**src/rtl/adder_pkg.sv**
```systemverilog
// Shared definitions for the segmented add/subtract unit.
// Latency: n/a (types and constant helpers only).
// Backpressure: n/a.
// Contents: FSM state encoding, segment-count helper, slice-counter width helper.
package adder_pkg;

  typedef enum logic [1:0] {
    IDLE = 2'd0,
    RUN  = 2'd1,
    DONE = 2'd2
  } state_e;

  // Number of SEG_WIDTH slices in a WIDTH-bit operand. A zero SEG_WIDTH
  // returns 0 so the caller's configuration check can flag it cleanly.
  function automatic int nseg(input int width, input int seg_width);
    return (seg_width > 0) ? (width / seg_width) : 0;
  endfunction

  // Slice counter width: $clog2(n), but never below one bit so NSEG=1 still
  // gets a real (constant-zero) counter.
  function automatic int cnt_width(input int n);
    return (n > 1) ? $clog2(n) : 1;
  endfunction

  localparam int DEF_WIDTH     = 32;
  localparam int DEF_SEG_WIDTH = 8;
  localparam int DEF_NSEG      = nseg(DEF_WIDTH, DEF_SEG_WIDTH);
  localparam int DEF_CNT_W     = cnt_width(DEF_NSEG);

endpackage

```
**src/rtl/seg_full_adder.sv**
```systemverilog
// Combinational SEG_WIDTH-bit ripple-carry adder built from full adders.
// Latency: 0 cycles (purely combinational).
// Backpressure: none.
// Ports: a, b (SEG_WIDTH) and cin in; s (SEG_WIDTH) and cout out.
module seg_full_adder #(
  parameter int SEG_WIDTH = 8
) (
  input  logic [SEG_WIDTH-1:0] a,
  input  logic [SEG_WIDTH-1:0] b,
  input  logic                 cin,
  output logic [SEG_WIDTH-1:0] s,
  output logic                 cout
);

  // The carry rides in a block-local variable rather than a vector so the
  // ripple does not look like a combinational self-loop on one signal.
  always_comb begin : ripple
    logic c;
    c = cin;
    for (int i = 0; i < SEG_WIDTH; i++) begin
      s[i] = a[i] ^ b[i] ^ c;
      c    = (a[i] & b[i]) | (c & (a[i] ^ b[i]));
    end
    cout = c;
  end

endmodule

```
**src/rtl/seg_adder.sv**
```systemverilog
// Multi-cycle add/subtract unit: one SEG_WIDTH slice per clock, inter-slice carry registered.
// Latency: out_valid rises NSEG edges after the accept edge; throughput NSEG+1 cycles back-to-back.
// Backpressure: result held in DONE while out_ready=0; in_ready only in IDLE or when the result is consumed.
// Ports: clk, reset (sync, active-high); in_valid/in_ready with a, b, sub, cin;
//        out_valid/out_ready with sum, cout, ovf, zero.
// Build option: define SEG_ADDER_SAT_EN to saturate sum on signed overflow.
module seg_adder
  import adder_pkg::*;
#(
  parameter int WIDTH     = DEF_WIDTH,
  parameter int SEG_WIDTH = DEF_SEG_WIDTH
) (
  input  logic             clk,
  input  logic             reset,
  input  logic             in_valid,
  output logic             in_ready,
  input  logic [WIDTH-1:0] a,
  input  logic [WIDTH-1:0] b,
  input  logic             sub,
  input  logic             cin,
  output logic             out_valid,
  input  logic             out_ready,
  output logic [WIDTH-1:0] sum,
  output logic             cout,
  output logic             ovf,
  output logic             zero
);

  localparam int NSEG  = nseg(WIDTH, SEG_WIDTH);
  localparam int CNT_W = cnt_width(NSEG);
  localparam int MSB   = WIDTH - 1;
  localparam logic [CNT_W-1:0] LAST_K = CNT_W'(NSEG - 1);

  if (SEG_WIDTH <= 0 || WIDTH <= 0 || NSEG * SEG_WIDTH != WIDTH) begin : g_bad_cfg
    $error("seg_adder: WIDTH must be a nonzero multiple of SEG_WIDTH");
  end

`ifdef SEG_ADDER_SAT_EN
  localparam logic [WIDTH-1:0] SAT_POS = {1'b0, {(WIDTH-1){1'b1}}};
  localparam logic [WIDTH-1:0] SAT_NEG = {1'b1, {(WIDTH-1){1'b0}}};
`endif

  state_e             state_q, state_d;
  logic [CNT_W-1:0]   k_q, k_d;
  logic [WIDTH-1:0]   a_q, a_d;
  logic [WIDTH-1:0]   b_q, b_d;      // b already inverted for subtract
  logic               carry_q, carry_d;
  logic [WIDTH-1:0]   sum_q, sum_d;
  logic               cout_q, cout_d;
  logic               ovf_q, ovf_d;

  logic [SEG_WIDTH-1:0] a_sl, b_sl, s_sl;
  logic                 c_sl;
  logic                 accept;

  assign in_ready  = (state_q == IDLE) || ((state_q == DONE) && out_ready);
  assign out_valid = (state_q == DONE);
  assign accept    = in_valid && in_ready;

  // Slice k of the latched operands feeds the single shared adder.
  always_comb begin
    a_sl = a_q[int'(k_q)*SEG_WIDTH +: SEG_WIDTH];
    b_sl = b_q[int'(k_q)*SEG_WIDTH +: SEG_WIDTH];
  end

  seg_full_adder #(
    .SEG_WIDTH(SEG_WIDTH)
  ) u_slice (
    .a   (a_sl),
    .b   (b_sl),
    .cin (carry_q),
    .s   (s_sl),
    .cout(c_sl)
  );

  always_comb begin
    state_d = state_q;
    k_d     = k_q;
    a_d     = a_q;
    b_d     = b_q;
    carry_d = carry_q;
    sum_d   = sum_q;
    cout_d  = cout_q;
    ovf_d   = ovf_q;

    case (state_q)
      IDLE: ;
      RUN: begin
        sum_d[int'(k_q)*SEG_WIDTH +: SEG_WIDTH] = s_sl;
        carry_d = c_sl;
        if (k_q == LAST_K) begin
          cout_d  = c_sl;
          // Operands of equal sign whose result sign differs from A.
          ovf_d   = (a_q[MSB] == b_q[MSB]) && (s_sl[SEG_WIDTH-1] != a_q[MSB]);
          state_d = DONE;
`ifdef SEG_ADDER_SAT_EN
          if (ovf_d) begin
            sum_d = a_q[MSB] ? SAT_NEG : SAT_POS;
          end
`endif
        end else begin
          k_d = k_q + CNT_W'(1);
        end
      end
      DONE: begin
        if (out_ready) begin
          state_d = IDLE;
        end
      end
      default: state_d = IDLE;
    endcase

    // accept can only be true in IDLE or in DONE with out_ready, so this
    // overrides the DONE->IDLE exit for the back-to-back case.
    if (accept) begin
      a_d     = a;
      b_d     = sub ? ~b : b;
      carry_d = sub ? 1'b1 : cin;
      sum_d   = '0;
      cout_d  = 1'b0;
      ovf_d   = 1'b0;
      k_d     = '0;
      state_d = RUN;
    end
  end

  always_ff @(posedge clk) begin
    if (reset) begin
      state_q <= IDLE;
      k_q     <= '0;
      a_q     <= '0;
      b_q     <= '0;
      carry_q <= 1'b0;
      sum_q   <= '0;
      cout_q  <= 1'b0;
      ovf_q   <= 1'b0;
    end else begin
      state_q <= state_d;
      k_q     <= k_d;
      a_q     <= a_d;
      b_q     <= b_d;
      carry_q <= carry_d;
      sum_q   <= sum_d;
      cout_q  <= cout_d;
      ovf_q   <= ovf_d;
    end
  end

  assign sum  = sum_q;
  assign cout = cout_q;
  assign ovf  = ovf_q;
  assign zero = ~|sum_q;

endmodule

```
**config.mk**
```make
export PLATFORM = sky130hd
export DESIGN_NAME = seg_adder
export DESIGN_NICKNAME = d
export VERILOG_FILES = /design/src/rtl/adder_pkg.sv /design/src/rtl/seg_full_adder.sv /design/src/rtl/seg_adder.sv
export SDC_FILE = /design/constraint.sdc
export NUM_CORES = 1
export LEC_CHECK = 0
export CAP_MARGIN = 20
export CORE_MARGIN = 4
export CORE_UTILIZATION = 55
export CTS_CLUSTER_DIAMETER = 60
export DETAILED_ROUTE_END_ITERATION = 8
export PLACE_DENSITY = 0.9
export SLEW_MARGIN = 20
export SYNTH_ARGS = -nofsm -noshare
export SYNTH_HDL_FRONTEND = slang
export SYNTH_SLANG_ARGS = --single-unit
```
**constraint.sdc**
```tcl
create_clock -name clk -period 9.9 [get_ports clk]
set_input_delay 2.97 -clock clk [delete_from_list [all_inputs] [get_ports clk]]
set_output_delay 2.97 -clock clk [all_outputs]
set_load 0.005 [all_outputs]
```
* After elaboration in Yosys (flattened, before gate mapping)
Index checks and enable logic that the tools add are counted.
** Operators by class
- $add $sub $neg :: 2
- Equal/unequal tests :: 10
- Shifts and indexed selects :: 4
- Muxes and demuxes :: 9
- Bitwise gates (word level) :: 43
- Reduce and logical (&&, ||, !) cells :: 13
** Operators by type and width (number)
- 32-bit by 6-bit variable part select with 8-bit output :: 2
- 5-bit negation with 33-bit output :: 1
- 8-bit by 33-bit variable shift with 32-bit output (first input constant) :: 1
- 8-bit by 33-bit variable part select with 32-bit output :: 1
- 32-bit bitwise mux :: 1
- 32-bit two-way mux :: 1
- 32-bit NOT :: 1
- 32-bit OR reduction :: 1
- 1-bit bitwise AND :: 16
- 1-bit bitwise XOR :: 16
- 1-bit bitwise OR :: 8
- 2-bit one-hot mux with 3 select lines :: 1
- 3-bit AND reduction :: 2
- 2-bit equality test (second input constant) :: 2
- 1-bit two-way mux :: 4
- 2-bit two-way mux :: 2
- 2-bit != test (second input constant) :: 2
- 2-bit AND reduction :: 2
- 1-bit logical AND :: 3
- 3-bit by 1-bit != test with 1-bit output (second input constant) :: 1
- 3-bit != test (second input constant) :: 1
- 2-bit by 1-bit adder with 2-bit output (second input constant) :: 1
- 2-bit by 1-bit equality test with 1-bit output (second input constant) :: 1
- 2-bit zero test :: 1
- 8 further kinds :: 9
** Storage, ports and cells
- Register bits :: 103
- Bits of input ports :: 70
- Output and inout bits :: 37
- Word-level logic and storage cells :: 90

* Longest topological paths before layout
- Word-level depth :: 20
- Mapped depth :: 17
- Gate-level depth less buffers :: 15

* Cells and area by module
Synthesis repeated with hierarchy kept, for this count alone.
** Unflattened totals
- Cell total of the unflattened synthesis :: 537
- Area total of the unflattened synthesis :: 5109.9 µm²
** Modules (own cells, without submodules)
- seg_adder :: instances 1, cells each 519, area each 4912.2 µm², seq. area each 2062.0 µm²
- seg_full_adder :: instances 1, cells each 18, area each 197.7 µm², seq. area each 0.0 µm²

* Least setup slack after synthesis
No wires, ideal clock.
- Path type :: input -> output
- Start point :: input out_ready
- End point :: output in_ready
- Data arrival time :: 3.502 ns
- Data required time :: 6.930 ns
- Setup slack :: 3.428 ns
- Stages :: 4
- Buffers on the path :: 2
- Path through :: nor2b_1 buf_2 clkbuf_1 nor2_1
** On the way
- Longest elaborated chain between the ends :: 2
** RTL lines
- start, declared :: RTL line seg_adder.sv:22 : input logic out_ready,
- 1-bit logical AND :: RTL line seg_adder.sv:56 : assign in_ready = (state_q == IDLE) || ((state_q == DONE) && out_ready);
- 1-bit logical OR :: RTL line seg_adder.sv:56
- end, declared :: RTL line seg_adder.sv:16 : output logic in_ready,
Every way passes these cells.

* Final worst setup path
Same ends and word-level chain as after synthesis.

==> metrics.csv <==
metric,value,unit
outcome,completed,
initial core utilization,56.81,%
Final min period,7.411,ns
most frequent cells in the layout,"clkdlybuf4s50_1 (104), dfxtp_1 (103), a21oi_1 (97), nand3_1 (49)",
Pins Over Slew Limit,0,
Die X,103.1,um
H-tree Lvls,3,
final worst path period share,74.86,%
most frequent CP cell,clkdlybuf4s50_1,
Hold Slack,0.4809,ns
worst skew pair latency,0.37,ns
CP max stage cell,clkdlybuf4s50_1,
Critical Path Start Type,input port,
number of global-route vias before repair,4267,
drt drc,0,
router iterations before antenna repair,5,
gr usage total,24.68,%
"Hold-fix buffers, CTS",0,
Slew HR,43.13,%
placed inst area,5983,sq um
pin count of the biggest net entering global routing,68,
placer congestion estimate,0.8449,
antenna cell count,0,
final setup vio count,0,
Synth top area share,41.42,%
TNS Setup,0,ns
CTS tree,yes,
Worst-Margin Slew,0.8531,ns
final number of hold-violating endpoints,0,
Via-to-Cell Ratio,6.058,
Final Skew,0.009144,ns
global route total overflow,0,
post-synthesis cell count,543,
CP bufs+invs,3,
f_max,134.9,MHz
critical-path cell list,clkdlybuf4s50_1 > nor2b_2 > buf_4 > nor2_1 > clkdlybuf4s50_1,
PD cells,149.8,nW/um^2
Clock Path Buffers,2,
DR iter-0 viols,358,
Setup CP Type,in -> out,
Post-Route WL,12.90,mm
Rows,34,
post-DP HPWL,9.019,mm
Root Driver,clkbuf_8,
cell area after synthesis,4979,sq um
unrepaired setup endpoints after global routing,no,
Max VDD drop,85.31,uV
CP top delay family,buffers and inverters,
Ys Warns,0,
"Req. time, crit path",6.93,ns
Die ar.,10640,sq um
Synth Net Count,627,
average cell area after synthesis,9.169,sq um
largest area contributor in the synthesized netlist,dfxtp_1,
global-route wire length before repair,20.49,mm
R2R Setup Slk,5.35,ns
synth top area cells,"dfxtp_1 (41%), a21oi_1 (9.8%), mux4_2 (5.9%), xnor2_1 (5.8%), a211oi_1 (5.1%)",
die extent in y,103.1,um
Core Footprint,8763,sq um
Port Buffer Count,106,
total number of vias,4410,
final instance area,6242,sq um
"most common cell after layout, fill and taps aside",clkdlybuf4s50_1,
post-CTS sizing,0,
CTS sink cnt,103,
data arrival time of the worst path,4.44,ns
Num CTS Buffers,9,
clk slew on worst S/H paths,0.09,ns
I/O Pins,107,
Hold WC Path Type,reg -> reg,
Yosys reg bits,103,
Worst setup EP type,output port,
Leakage,2.097,nW
sequential area share after synthesis,41.42,%
area growth from synthesis to layout,25.38,%
CP max stage delay,0.47,ns
Post-CTS Setup Repair Bufs,0,
Final ANT Viol Nets,0,
count of different cell masters after synthesis,31,
layout cells sized above 1,7.419,%
Max-cap violations,0,
per-cell routed wire length,17.72,um
Nets,699,
crit path max fanout,35,
number of fillers in the final layout,633,
antenna violations before repair,0,
Pwr Total,0.0009349,W
-- cell families (layout without fill, tap and decap cells) --
group	after synthesis	count (layout)	synth area share [%]
AOI/OAI and AO/OA	168	168	18.95
and+or+nand+nor	143	143	15.48
DFF	103	103	41.42
buffers and inverters	64	141	5.755
xor gates and xnor gates	33	33	5.806
muxes	18	18	7.866
adders and majority gates	14	14	4.725
-- tightest hold or removal path, stage by stage (launching register included) --
cell     delay [ns]
dfxtp_1        0.33
nand2_1        0.06
a21oi_1        0.05
-- synthesized netlist by cell type --
library cell	count
a211oi_1	34
a21o_1	1
a21oi_1	97
a21oi_2	4
and2b_1	1
and3b_1	5
buf_2	25
buf_4	4
clkbuf_1	21
dfxtp_1	103
fa_1	8
ha_1	6
inv_1	14
mux2i_1	2
mux4_1	3
mux4_2	13
nand2_1	34
nand2b_1	3
nand3_1	49
nand3b_1	7
nand4_1	2
nor2_1	7
nor2b_1	3
nor3b_1	3
nor3b_2	1
nor4_1	9
o21ai_0	31
o21ai_1	1
or3_1	16
or3b_1	3
xnor2_1	33
-- flip-flops by register name (all words and copies together) (netlist names) --
signal / cells
cout: 1
k_q: 2
ovf: 1
b_q: 32
carry_q: 1
a_q: 32
state_q: 2
sum: 32
-- metal layers --
metal / track usage, % / vias to the layer above / part of all wire [%]
li1: - / 2089 / -
met1: 30.00 / 2076 / 40
met2: 42.53 / 195 / 50
met3: 4.195 / 50 / 6.7
met4: 11.55 / 0 / 3.6
met5: 0 / - / 0
-- power by group --
part	internal [W]	switching, W	total, W	leakage, nW
Combinational	0.0000810	0.0000843	0.000165	1.13
Clock	0.000176	0.000143	0.000319	0.124
Sequential	0.000437	0.0000142	0.000451	0.843
-- final timing paths --
kind | depth (start not counted) | from | to
max reg2reg | 16 | k_q[0] | sum[7]
min | 2 | sum[0] | sum[0]
max | 5 | out_ready | in_ready
min reg2reg | 2 | sum[0] | sum[0]
-- final cells by class --
type	instances	area [sq um]	share of cell area (%)
Sequential cell	103	2062	33.03
Multi-Input combinational cell	376	2659	42.59
Clock inverter	5	103.9	1.664
Timing Repair Buffer	111	1089	17.44
Inverter	14	52.55	0.8419
Clock buffer	11	141.4	2.265
Tap cell	108	135.1	2.165
-- per-stage QoR --
stage               std cells  worst slack [ns]  util, %
floorplan                 543             3.428        -
global placement          712             2.556    68.28
detailed placement        712             2.532    68.28
CTS                       728             2.528    71.07
global route              728             2.450    71.23
finish                    728             2.489    71.23
Power figures use the tool's default switching activity.
